$ cat src/rtl/conv_pkg.sv
// Shared types and helpers for the conv layer streaming sequencer.
package conv_pkg;

  localparam int PIX_W = 16;

  typedef logic signed [PIX_W-1:0] pixel_t;

  typedef enum logic [1:0] {
    IDLE,
    RUN,
    DRAIN
  } state_t;

  function automatic int padded_size(input int img_size, input int pad);
    return img_size + 2 * pad;
  endfunction

endpackage

$ cat src/rtl/pad_pos_counter.sv
// Raster walker over the zero-padded image: column fastest, then row, then channel.
module pad_pos_counter
  import conv_pkg::*;
#(
  parameter int IMG_SIZE = 28,
  parameter int PAD      = 1,
  parameter int NUM_CH   = 4,
  parameter int POS_W    = 5,
  parameter int CH_W     = 2
) (
  input  logic             clk,
  input  logic             reset_n,
  input  logic             clear,
  input  logic             advance,
  output logic [POS_W-1:0] r,
  output logic [POS_W-1:0] c,
  output logic [CH_W-1:0]  ch,
  output logic             is_pad,
  output logic             is_last_pos
);

  localparam int P = padded_size(IMG_SIZE, PAD);

  logic [POS_W-1:0] r_q, r_d;
  logic [POS_W-1:0] c_q, c_d;
  logic [CH_W-1:0]  ch_q, ch_d;

  // NOTE: every variable gets its default before any branch, so no path leaves it unassigned and no latch is inferred.
  always_comb begin
    r_d  = r_q;
    c_d  = c_q;
    ch_d = ch_q;
    if (clear) begin
      r_d  = '0;
      c_d  = '0;
      ch_d = '0;
    end else if (advance) begin
      if (c_q == POS_W'(P - 1)) begin
        c_d = '0;
        if (r_q == POS_W'(P - 1)) begin
          r_d  = '0;
          ch_d = (ch_q == CH_W'(NUM_CH - 1)) ? '0 : ch_q + 1'b1;
        end else begin
          r_d = r_q + 1'b1;
        end
      end else begin
        c_d = c_q + 1'b1;
      end
    end
  end

  // NOTE: sequential state uses non-blocking assignments so all flops sample their inputs from the same edge.
  always_ff @(posedge clk or negedge reset_n) begin
    if (!reset_n) begin
      r_q  <= '0;
      c_q  <= '0;
      ch_q <= '0;
    end else begin
      r_q  <= r_d;
      c_q  <= c_d;
      ch_q <= ch_d;
    end
  end

  assign r  = r_q;
  assign c  = c_q;
  assign ch = ch_q;

  assign is_pad = (r_q < POS_W'(PAD)) || (r_q >= POS_W'(IMG_SIZE + PAD)) ||
                  (c_q < POS_W'(PAD)) || (c_q >= POS_W'(IMG_SIZE + PAD));

  assign is_last_pos = (r_q == POS_W'(P - 1)) && (c_q == POS_W'(P - 1));

endmodule

$ cat src/rtl/conv_stream_ctrl.sv
// Streams NUM_CH zero-padded feature maps from SRAM to the 3x3 line buffer
// through an issue -> P1 -> output pipeline with valid/ready backpressure.
module conv_stream_ctrl
  import conv_pkg::*;
#(
  parameter int IMG_SIZE = 28,
  parameter int PAD      = 1,
  parameter int NUM_CH   = 4,
  parameter int ADDR_W   = 12,
  localparam int CH_W    = (NUM_CH > 1) ? $clog2(NUM_CH) : 1
) (
  input  logic              clk,
  input  logic              reset_n,
  input  logic              start,
  output logic              mem_rd_en,
  output logic [ADDR_W-1:0] mem_addr,
  input  pixel_t            mem_rd_data,
  output pixel_t            pix_out,
  output logic              pix_valid,
  input  logic              pix_ready,
  output logic              pix_last,
  output logic [CH_W-1:0]   ch_idx,
  output logic              busy,
  output logic              done
);

  localparam int P     = padded_size(IMG_SIZE, PAD);
  localparam int POS_W = $clog2(P + 1);

  state_t state_q, state_d;
  logic [ADDR_W-1:0] addr_q, addr_d;

  logic            p1_valid_q, p1_valid_d;
  logic            p1_pad_q, p1_pad_d;
  logic [CH_W-1:0] p1_ch_q, p1_ch_d;
  logic            p1_last_q, p1_last_d;

  logic            out_valid_q, out_valid_d;
  pixel_t          out_pix_q, out_pix_d;
  logic [CH_W-1:0] out_ch_q, out_ch_d;
  logic            out_last_q, out_last_d;

  logic            cnt_clear;
  logic            issue;
  logic            out_load;
  logic            p1_load;
  logic            drain_empty;
  logic            final_pos;
  logic [CH_W-1:0] pos_ch;
  logic            pos_is_pad;
  logic            pos_is_last;

  pad_pos_counter #(
    .IMG_SIZE(IMG_SIZE),
    .PAD     (PAD),
    .NUM_CH  (NUM_CH),
    .POS_W   (POS_W),
    .CH_W    (CH_W)
  ) u_pos (
    .clk        (clk),
    .reset_n    (reset_n),
    .clear      (cnt_clear),
    .advance    (issue),
    .r          (),
    .c          (),
    .ch         (pos_ch),
    .is_pad     (pos_is_pad),
    .is_last_pos(pos_is_last)
  );

  // Backpressure ripples from the output register back to the issue stage.
  assign out_load    = !out_valid_q || pix_ready;
  assign p1_load     = !p1_valid_q || out_load;
  assign issue       = (state_q == RUN) && p1_load;
  assign drain_empty = !p1_valid_q && !out_valid_q;
  assign final_pos   = pos_is_last && (pos_ch == CH_W'(NUM_CH - 1));

  always_comb begin
    state_d   = state_q;
    cnt_clear = 1'b0;
    done      = 1'b0;
    busy      = 1'b0;
    unique case (state_q)
      IDLE: begin
        if (start) begin
          state_d   = RUN;
          cnt_clear = 1'b1;
        end
      end
      RUN: begin
        busy = 1'b1;
        if (issue && final_pos) state_d = DRAIN;
      end
      DRAIN: begin
        if (drain_empty) begin
          state_d = IDLE;
          done    = 1'b1;
        end else begin
          busy = 1'b1;
        end
      end
      default: state_d = IDLE;
    endcase
  end

  // SRAM address runs across channels; it only restarts when a new run begins.
  always_comb begin
    mem_rd_en = issue && !pos_is_pad;
    addr_d    = addr_q;
    if (state_q == IDLE && start) addr_d = '0;
    else if (mem_rd_en)           addr_d = addr_q + 1'b1;
  end

  // mem_rd_data stays stable while P1 holds a read, because the next read is
  // only issued on the same edge that moves P1 into the output register.
  always_comb begin
    p1_valid_d  = p1_valid_q;
    p1_pad_d    = p1_pad_q;
    p1_ch_d     = p1_ch_q;
    p1_last_d   = p1_last_q;
    out_valid_d = out_valid_q;
    out_pix_d   = out_pix_q;
    out_ch_d    = out_ch_q;
    out_last_d  = out_last_q;
    if (p1_load) begin
      p1_valid_d = issue;
      p1_pad_d   = pos_is_pad;
      p1_ch_d    = pos_ch;
      p1_last_d  = pos_is_last;
    end
    if (out_load) begin
      out_valid_d = p1_valid_q;
      out_pix_d   = (p1_valid_q && !p1_pad_q) ? mem_rd_data : '0;
      out_ch_d    = p1_ch_q;
      out_last_d  = p1_valid_q && p1_last_q;
    end
  end

  always_ff @(posedge clk or negedge reset_n) begin
    if (!reset_n) begin
      state_q     <= IDLE;
      addr_q      <= '0;
      p1_valid_q  <= 1'b0;
      p1_pad_q    <= 1'b0;
      p1_ch_q     <= '0;
      p1_last_q   <= 1'b0;
      out_valid_q <= 1'b0;
      out_pix_q   <= '0;
      out_ch_q    <= '0;
      out_last_q  <= 1'b0;
    end else begin
      state_q     <= state_d;
      addr_q      <= addr_d;
      p1_valid_q  <= p1_valid_d;
      p1_pad_q    <= p1_pad_d;
      p1_ch_q     <= p1_ch_d;
      p1_last_q   <= p1_last_d;
      out_valid_q <= out_valid_d;
      out_pix_q   <= out_pix_d;
      out_ch_q    <= out_ch_d;
      out_last_q  <= out_last_d;
    end
  end

  assign mem_addr  = addr_q;
  assign pix_out   = out_pix_q;
  assign pix_valid = out_valid_q;
  assign pix_last  = out_last_q;
  assign ch_idx    = out_ch_q;

endmodule

$ cat config.mk
export PLATFORM = sky130hd
export DESIGN_NAME = conv_stream_ctrl
export DESIGN_NICKNAME = d
export VERILOG_FILES = /design/src/rtl/conv_pkg.sv /design/src/rtl/pad_pos_counter.sv /design/src/rtl/conv_stream_ctrl.sv
export SDC_FILE = /design/constraint.sdc
export NUM_CORES = 1
export LEC_CHECK = 0
export CORE_MARGIN = 2
export CORE_UTILIZATION = 54
export CTS_CLUSTER_DIAMETER = 30
export DETAILED_ROUTE_END_ITERATION = 10
export PLACE_DENSITY = 0.88
export SYNTH_ARGS = -nofsm -noshare
export SYNTH_HDL_FRONTEND = slang
export SYNTH_SLANG_ARGS = --single-unit
export TNS_END_PERCENT = 10
$ cat constraint.sdc
create_clock -name clk -period 7.9 [get_ports clk]
set_input_delay 1.58 -clock clk [delete_from_list [all_inputs] [get_ports clk]]
set_output_delay 1.58 -clock clk [all_outputs]
set_load 0.01 [all_outputs]
==> Word level (Yosys, flattened, before mapping) <==
Cells that the tools add are included.
{ "word_totals": {"register_bits": 51, "inputBits": 20, "out_inout_bits": 35, "word_cells": 80} }
{ "classes": {"n_addsub": 4, "magnitude_cmp": 4, "n_eq_ne": 8, "n_mux": 25, "reduce_logical": 26} }
{ "op_table": {"columns": ["op", "n"], "rows": [
  ["two-way mux 5 bit", 7],
  ["two-way mux 12 bit", 2],
  ["two-way mux 16 bit", 1],
  ["two-way mux 2 bit", 8],
  ["adder 12 x 1 -> 12 bit (second input constant)", 1],
  ["adder 5 x 1 -> 5 bit (second input constant)", 2],
  ["== test 5 bit (second input constant)", 2],
  ["greater-or-equal comparator 5 bit (second input constant)", 2],
  ["less-than comparator 5 x 1 -> 1 bit (second input constant)", 2],
  ["logical AND 1 bit", 9],
  ["nonzero test 2 bit", 4],
  ["one-hot mux 2 bit (3 select lines)", 1],
  ["AND reduction 3 bit", 2],
  ["logical OR 1 bit", 5],
  ["two-way mux 1 bit", 5],
  ["== test 2 bit (second input constant)", 2],
  ["zero test 1 bit", 4],
  ["!= test 2 bit (second input constant)", 2],
  ["adder 2 x 1 -> 2 bit (second input constant)", 1],
  ["== test 2 x 1 -> 1 bit (second input constant)", 1],
  ["zero test 2 bit", 1],
  ["!= test 2 x 1 -> 1 bit (second input constant)", 1],
  ["one-hot mux 1 bit (2 select lines)", 1],
  ["AND reduction 2 bit", 1]
]} }

==> Longest topological paths before layout <==
Gate-level depths: netlist of the first run.
{ "depth": {"depth_word": 8, "mapped_depth": 8, "depth_no_buf": 7} }

==> Hierarchy <==
Synthesis of the first run repeated with hierarchy kept, for this count alone.
{ "unflattened": {"cells_unflattened": 238, "area_unflattened_um2": 2582.5} }
{ "by_module_without_submodules": {"columns": ["mod", "n_inst", "cells_per_inst", "area_per_inst_um2", "seq_area_each_um2"], "rows": [
  ["conv_stream_ctrl", 1, 153, 1784.2, 975.9],
  ["pad_pos_counter", 1, 85, 798.3, 300.3]
]} }

==> Least setup slack after synthesis of the first run <==
No wires, ideal clock.
{ "synth_timing": {"path_type": "input to output", "from": "input port pix_ready", "to": "output port mem_rd_en", "t_arrival_ns": 2.851, "required_time_ns": 6.320, "slack_ns": 3.469, "path_stages": 4, "path_buffers": 1, "cell_sequence": "nand3b_1 > clkbuf_1 > nand2_1 > nor4_2"} }
{ "synth_via": {"elab_chain_len": 4} }
{ "synth_rtl": {"columns": ["element", "line_no", "source"], "rows": [
  ["start: declaration", "conv_stream_ctrl.sv:20", "input logic pix_ready,"],
  ["logical OR 1 bit", "conv_stream_ctrl.sv:72", "assign out_load = !out_valid_q || pix_ready;"],
  ["logical OR 1 bit", "conv_stream_ctrl.sv:73", "assign p1_load = !p1_valid_q || out_load;"],
  ["logical AND 1 bit", "conv_stream_ctrl.sv:74", "assign issue = (state_q == RUN) && p1_load;"],
  ["logical AND 1 bit", "conv_stream_ctrl.sv:108", "mem_rd_en = issue && !pos_is_pad;"],
  ["end: declaration", "conv_stream_ctrl.sv:15", "output logic mem_rd_en,"]
]} }
Every way passes these cells.

==> Final worst setup path of the first run <==
Same ends and word-level chain as after synthesis.

==> implementation parameters, run 1 <==
Parameter                              Value

Yosys
  Post-synthesis async set-or-reset flop share    100%
  Synth Area in Compound Gates    about 17%
  Seq/Total Area, Yosys    around half
  Largest family of logic cells by synthesized area    simple AND/OR/NAND/NOR gates
  Mux share of post-synthesis cell area    3.15%
  Cell taking the most area after synthesis    dfrtp_1
  Synthesis-stage register bit count    51
  Most common cell in the synthesized netlist    dfrtp_1
  Post-synth top area share    a little over 50%
  Synth Area in XOR/XNOR    1.78%
  Simple-Gate Fraction of Synth Area    between 10% and 20%
  Syn Inst Count    between 200 and 250
  Dominant register cell in the synthesized netlist    dfrtp_1
  Yosys warns    0
  Number of flops mapped to enable cells by yosys    0
  Leading post-synthesis cells by instance count    dfrtp_1 (51), nand2_1 (21), a22o_1 (16), nor2_1 (15), a21oi_1 (12)
  Average instance area after synthesis    ~11 µm²
  Top cells by area, synth    dfrtp_1 (52%), a22o_1 (5.7%), ha_1 (5.1%)
  Adder-cell area share of the yosys netlist    slightly above 5%
  Post-Synthesis Net Count    around 260
  Distinct cell type count of the synthesized netlist    45
  Netlist Area Pre-Place    between 0.002 and 0.0025 mm²

Detailed routing
  Length of the first detailed-routing pass in iterations    4
  Drt total wl    ~5500 µm
  Number of DRC markers in iteration 0    between 100 and 150
  Antenna Nets Post-Route    0
  Via total after detailed routing    1,994
  Wire length per cell after detailed routing    ~16 µm
  Vias per cell    5.95
  Drc violations    0

Power
  Peak supply drop    roughly 150 µV
  Total leakage power    around 1.4 nW
  Post-layout total power    about 900 µW
  Total power divided by cell area    286 mW/mm²

Floorplanning
  Die Footprint    0.00512 mm²
  Horiz. Die Dim    roughly 72 µm
  Starting density of the core    between 50% and 60%
  Number of placement rows    24
  Core ar.    0.00438 mm²
  Die H    between 70 and 80 µm
  Boundary pin count    55

CTS
  Hold buffers post-CTS    0
  Clock latency on the worst-skew pair    around 0.3 ns
  Clock Path Buffers    2
  Number of H-tree branching levels    2
  Clock tree from TritonCTS    done
  CTS clock-pin slew for the worst setup and hold paths    about 0.1 ns
  CTS Root Cell    clkbuf_8
  CTS sink cnt    51
  Post_cts resized    0
  Number of buffers inserted by post-CTS setup repair    0
  Number of clock buffers inserted by TritonCTS    5

Timing
  Fin crit period    around 5.6 ns
  Max-slew violation count    0
  Maximum frequency from static timing analysis    177 MHz
  Worst slew pin tran    about 1.1 ns
  Final setup violation count    0
  Final setup skew    0.00614 ns
  Final clock period utilization by the worst path    a little over 70%
  Unrepaired setup endpoints after global routing    no
  Hold violation total from the final report    0
  Worst rel slew slack    26.4%
  Total Neg Setup Slack    0 ns

Worst setup path
  Largest stage delay, worst path    roughly 0.74 ns
  Worst path cell trace    clkdlybuf4s50_1 -> nand3b_1 -> nand2_1 -> nor4_2 -> clkdlybuf4s50_1
  Endpoint type of the worst setup path    primary output
  Slowest cell on the critical path    nor4_2
  Crit path max fanout    12
  WP data required    roughly 6.3 ns
  Sort of element at the start of the critical path    input port
  Data arrival, critical path    4.07 ns
  Most used cell, CP    clkdlybuf4s50_1
  Class of the most critical setup path    in -> out

Job
  Max Cap Viol    0

Place
  Final HPWL from detailed placement    around 3800 µm
  Number of I/O port buffers    between 50 and 60
  RD Place Congestion    roughly 0.90
  Instance area at placement    about 0.003 mm²

GRT
  Vias in the first global route    about 1,900
  Antenna violations before repair    0
  Total grt overflow    0
  First-pass GRT wire length    between 8000 and 9000 µm
  Pin count of the biggest net entering global routing    52
  Overall global routing resource usage    a little over a fifth

Cells and area
  Final-stage net count    about 310
  Layout Cell Area excl Fill    0.00314 mm²
  Layout cell share with drive strength beyond 1    9.54%
  Area grow syn2layout    27.6%
  ANT cells    0

Worst hold path
  Type of the most critical hold path    reg -> reg

Outcome
  Run status    completed
## worst paths after layout
| kind | from | to | slack [ns] | cells past startpoint |
|---|---|---|---|---|
| max | pix_ready | mem_rd_en | 2.25 | 5 |
| min | pix_last | pix_last | 0.51 | 2 |
| max reg2reg | u_pos.c[1] | mem_addr[9] | 5.12 | 7 |
| min reg2reg | pix_last | pix_last | 0.51 | 2 |
| min in group asynchronous | reset_n | mem_addr[10] | 1.48 | 1 |
| max in group asynchronous | reset_n | u_pos.r[2] | 5.75 | 1 |
## state kept, by name, summed over array words and instances, names as in the netlist
signal / count
p1_last_q: 1
p1_ch_q: 2
p1_valid_q: 1
state_q: 2
pix_last: 1
pix_valid: 1
mem_addr: 12
u_pos.r: 5
pix_out: 16
u_pos.c: 5
ch_idx: 2
u_pos.ch: 2
p1_pad_q: 1
## cells by family (layout without fill, tap and decap cells)
logic type	after synthesis	after routing
AO/OA/AOI/OAI	56	56
XOR/XNOR	5	5
adder cells (fa/ha/maj)	10	10
buffers and inverters	16	70
flip-flops	51	51
multiplexers	7	7
AND/OR/NAND/NOR	84	84
## placed cells by master, fill, tap and decap left out, drive strengths merged, types with 4 or more instances in the layout
cell type       n
or3             6
clkdlybuf4s50  53
mux2            6
a21oi          12
nand2          21
and3            5
a22o           16
dfrtp          51
nor2           16
and2            5
ha             10
a21o            4
or4             5
clkbuf          6
nand3           7
inv             7
nand4           5
o21ai           9
## cell type report
cell class,count,area [µm²]
tap,52,65.1
sequential,51,1280
clock inverter,2,38.8
fill,316,1240
clock buffer,6,82.6
timing repair buffer,56,551
multi-input combinational,162,1110
inverter,6,22.5
## critical path: cells and delay by family
| family | cells | cell delay (ns) |
|---|---|---|
| and+or+nand+nor | 3 | 1.34 |
| buffers and inverters | 2 | 1.14 |
## per-stage QoR
step           hold WS (ns)  std cells  utilization (%)  setup WS, ns
3_3_place_gp          0.468        327             68.9          2.32
4_1_cts               0.514        335             71.7          2.27
6_report              0.510        335             71.7          2.25
2_1_floorplan         0.470        229                -          3.47
3_5_place_dp          0.476        327             68.9          2.28
5_1_grt               0.526        335             71.7          2.12
## layer usage
layer	vias up	track usage (%)	part of all wire (%)
met1	999	26.3	42
met2	49	38.6	54
li1	942	-	-
met3	4	5.20	3.9
met5	-	0	0
met4	0	6.50	0.84
## power breakdown
group | internal, mW | total [mW] | switching [mW]
sequential | 0.319 | 0.379 | 0.0595
combinational | 0.162 | 0.327 | 0.164
clock | 0.104 | 0.193 | 0.0892
(Power assumes the default switching activity.)
==> run 2, diff against run 1 <==
Settings changed: CORE_UTILIZATION 54 to 50, PLACE_DENSITY 0.88 to 0.82.
Clock period 7.9 ns to 5.23 ns, I/O delays scaled along.
==> implementation parameters, run 2 (synthesized netlist as in run 1, its figures left out) <==
Parameter                              Value

Timing
  Hold violation total from the final report    0 (unchanged)
  Final setup violation count    0 (unchanged)
  Unrepaired setup endpoints after global routing    no (unchanged)
  Max-slew violation count    0 (unchanged)
  Worst rel slew slack    34.1% (was 26.4%)
  Fin crit period    between 4 and 5 ns
  Final setup skew    0.00896 ns (was 0.00614 ns)
  Worst hold slack after final layout    0.497 ns (was 0.510 ns)
  Final clock period utilization by the worst path    76.8%
  Total Neg Setup Slack    0 ns (unchanged)
  Worst slew pin tran    0.984 ns (was 1.10 ns)
  Maximum frequency from static timing analysis    between 200 and 250 MHz

Power
  Peak supply drop    213 µV (was 152 µV)
  Post-layout total power    1.31 mW (was 899 µW)
  Total leakage power    1.40 nW (was 1.41 nW)
  Total power divided by cell area    416 mW/mm² (was 286 mW/mm²)

CTS
  Number of buffers inserted by post-CTS setup repair    0 (unchanged)
  Post_cts resized    0 (unchanged)
  Number of H-tree branching levels    2 (unchanged)
  Hold buffers post-CTS    0 (unchanged)
  Clock Path Buffers    2 (unchanged)
  Number of clock buffers inserted by TritonCTS    5 (unchanged)
  CTS clock-pin slew for the worst setup and hold paths    0.10 ns (about the same)
  Clock tree from TritonCTS    done (unchanged)
  Clock latency on the worst-skew pair    0.31 ns (was 0.30 ns)
  CTS sink cnt    51 (unchanged)
  CTS Root Cell    clkbuf_8 (unchanged)

Floorplanning
  Number of placement rows    25 (was 24)
  Die H    74.2 µm (was 71.5 µm)
  Core ar.    0.00472 mm² (was 0.00438 mm²)
  Boundary pin count    55 (unchanged)
  Horiz. Die Dim    74.2 µm (was 71.5 µm)
  Die Footprint    0.00550 mm² (was 0.00512 mm²)
  Starting density of the core    52.1% (was 56.2%)

Cells and area
  Most used cells in the layout excluding fill and tap cells    clkdlybuf4s50_1 (53), dfrtp_1 (51), nand2_1 (21) (unchanged)
  Post-route insts no fill    352 (was 335)
  Area grow syn2layout    28.2% (was 27.6%)
  Layout cell share with drive strength beyond 1    10.5% (was 9.54%)
  Layout Cell Area excl Fill    0.00316 mm² (was 0.00314 mm²)
  Number of flip-flops in the largest register    16 (unchanged)
  Final-stage net count    314 (was 312)
  Most common cell after layout, fill and taps aside    clkdlybuf4s50_1 (unchanged)
  ANT cells    0 (unchanged)

Job
  Max Cap Viol    0 (unchanged)

Place
  Number of I/O port buffers    54 (unchanged)
  Instance area at placement    0.00306 mm² (was 0.00302 mm²)
  Final HPWL from detailed placement    3600 µm (was 3850 µm)
  Number of placed instances with taps included    344 (was 327)
  RD Place Congestion    0.843 (was 0.899)

Detailed routing
  Via total after detailed routing    1,932 (was 1,994)
  Drc violations    0 (unchanged)
  Vias per cell    5.49 (was 5.95)
  Antenna Nets Post-Route    0 (unchanged)
  Number of DRC markers in iteration 0    116 (was 134)
  Wire length per cell after detailed routing    14.3 µm (was 16.3 µm)
  Length of the first detailed-routing pass in iterations    4 (unchanged)
  Drt total wl    5050 µm (was 5460 µm)

Worst setup path
  Setup slack of the worst register-to-register path    2.50 ns (was 5.12 ns)
  Class of the most critical setup path    in -> out (unchanged)
  Data arrival, critical path    2.97 ns (was 4.07 ns)
  WP data required    4.18 ns (was 6.32 ns)
  Endpoint type of the worst setup path    primary output (unchanged)
  Crit path max fanout    12 (unchanged)
  Sort of element at the start of the critical path    input port (unchanged)

Worst hold path
  Type of the most critical hold path    reg -> reg (unchanged)

Outcome
  Run status    completed (unchanged)

GRT
  Vias in the first global route    1,833 (was 1,878)
  Total grt overflow    0 (unchanged)
  Pin count of the biggest net entering global routing    52 (unchanged)
  Overall global routing resource usage    19.9% (was 21.8%)
  Antenna violations before repair    0 (unchanged)
  First-pass GRT wire length    8540 µm (was 8670 µm)
-- run 2: cell types whose count changed in the layout (fill, tap and decap cells not counted) --
cell | before | now
nor3b_1 | 2 | 1
clkinv_4 | 0 | 1
nor3b_2 | 0 | 1
bufinv_16 | 1 | 0
inv_6 | 1 | 2
clkbuf_8 | 6 | 5
buf_4 | 2 | 4
-- run 2: critical path, cell delays in order --
cell             delay (ns)
clkdlybuf4s50_1        0.47
nand3b_1               0.10
buf_4                  0.18
nand2_1                0.14
nor4_2                 0.29
buf_4                  0.19
clkdlybuf4s50_1        0.54
-- run 2: final timing paths --
check                           start           end  depth (start not counted)
hold / removal               pix_last      pix_last                          2
min in group asynchronous     reset_n  mem_addr[10]                          2
setup reg to reg           u_pos.c[0]  mem_addr[10]                          6
setup / recovery            pix_ready     mem_rd_en                          7
hold reg to reg              pix_last      pix_last                          2
max in group asynchronous     reset_n   u_pos.ch[0]                          2
-- run 2: routing by layer --
| layer | routed length (µm) | vias up | GRT usage (%) |
|---|---|---|---|
| li1 | - | 949 | - |
| met1 | 2330 | 936 | 26.8 |
| met2 | 2450 | 42 | 31.8 |
| met3 | 200 | 5 | 3.93 |
| met4 | 69 | 0 | 7.68 |
| met5 | 0 | - | 0 |
-- run 2: power by group --
part           total (mW)  switching, mW  internal, mW  leakage, nW
registers           0.568         0.0860         0.482        0.681
logic               0.504          0.252         0.252        0.674
clock network       0.239          0.141        0.0987       0.0491
total                1.31          0.479         0.833         1.40
-- run 2: metrics by stage --
stage | utilization (%) | setup slack (ns)
after CTS | 66.8 | 1.21
after detailed placement | 64.8 | 1.20
after global placement | 64.8 | 1.24
after global routing | 66.8 | 1.07
after floorplan | - | 1.87
final | 66.8 | 1.21
-- run 2: cell type report --
type	instances	area, µm²
clock buffers	5	68.8
clock inverters	3	26.3
inverters	6	22.5
fillers	379	1570
repair buffers	58	566
well taps	67	83.8
multi-input cells	162	1110
flip-flops and latches	51	1280
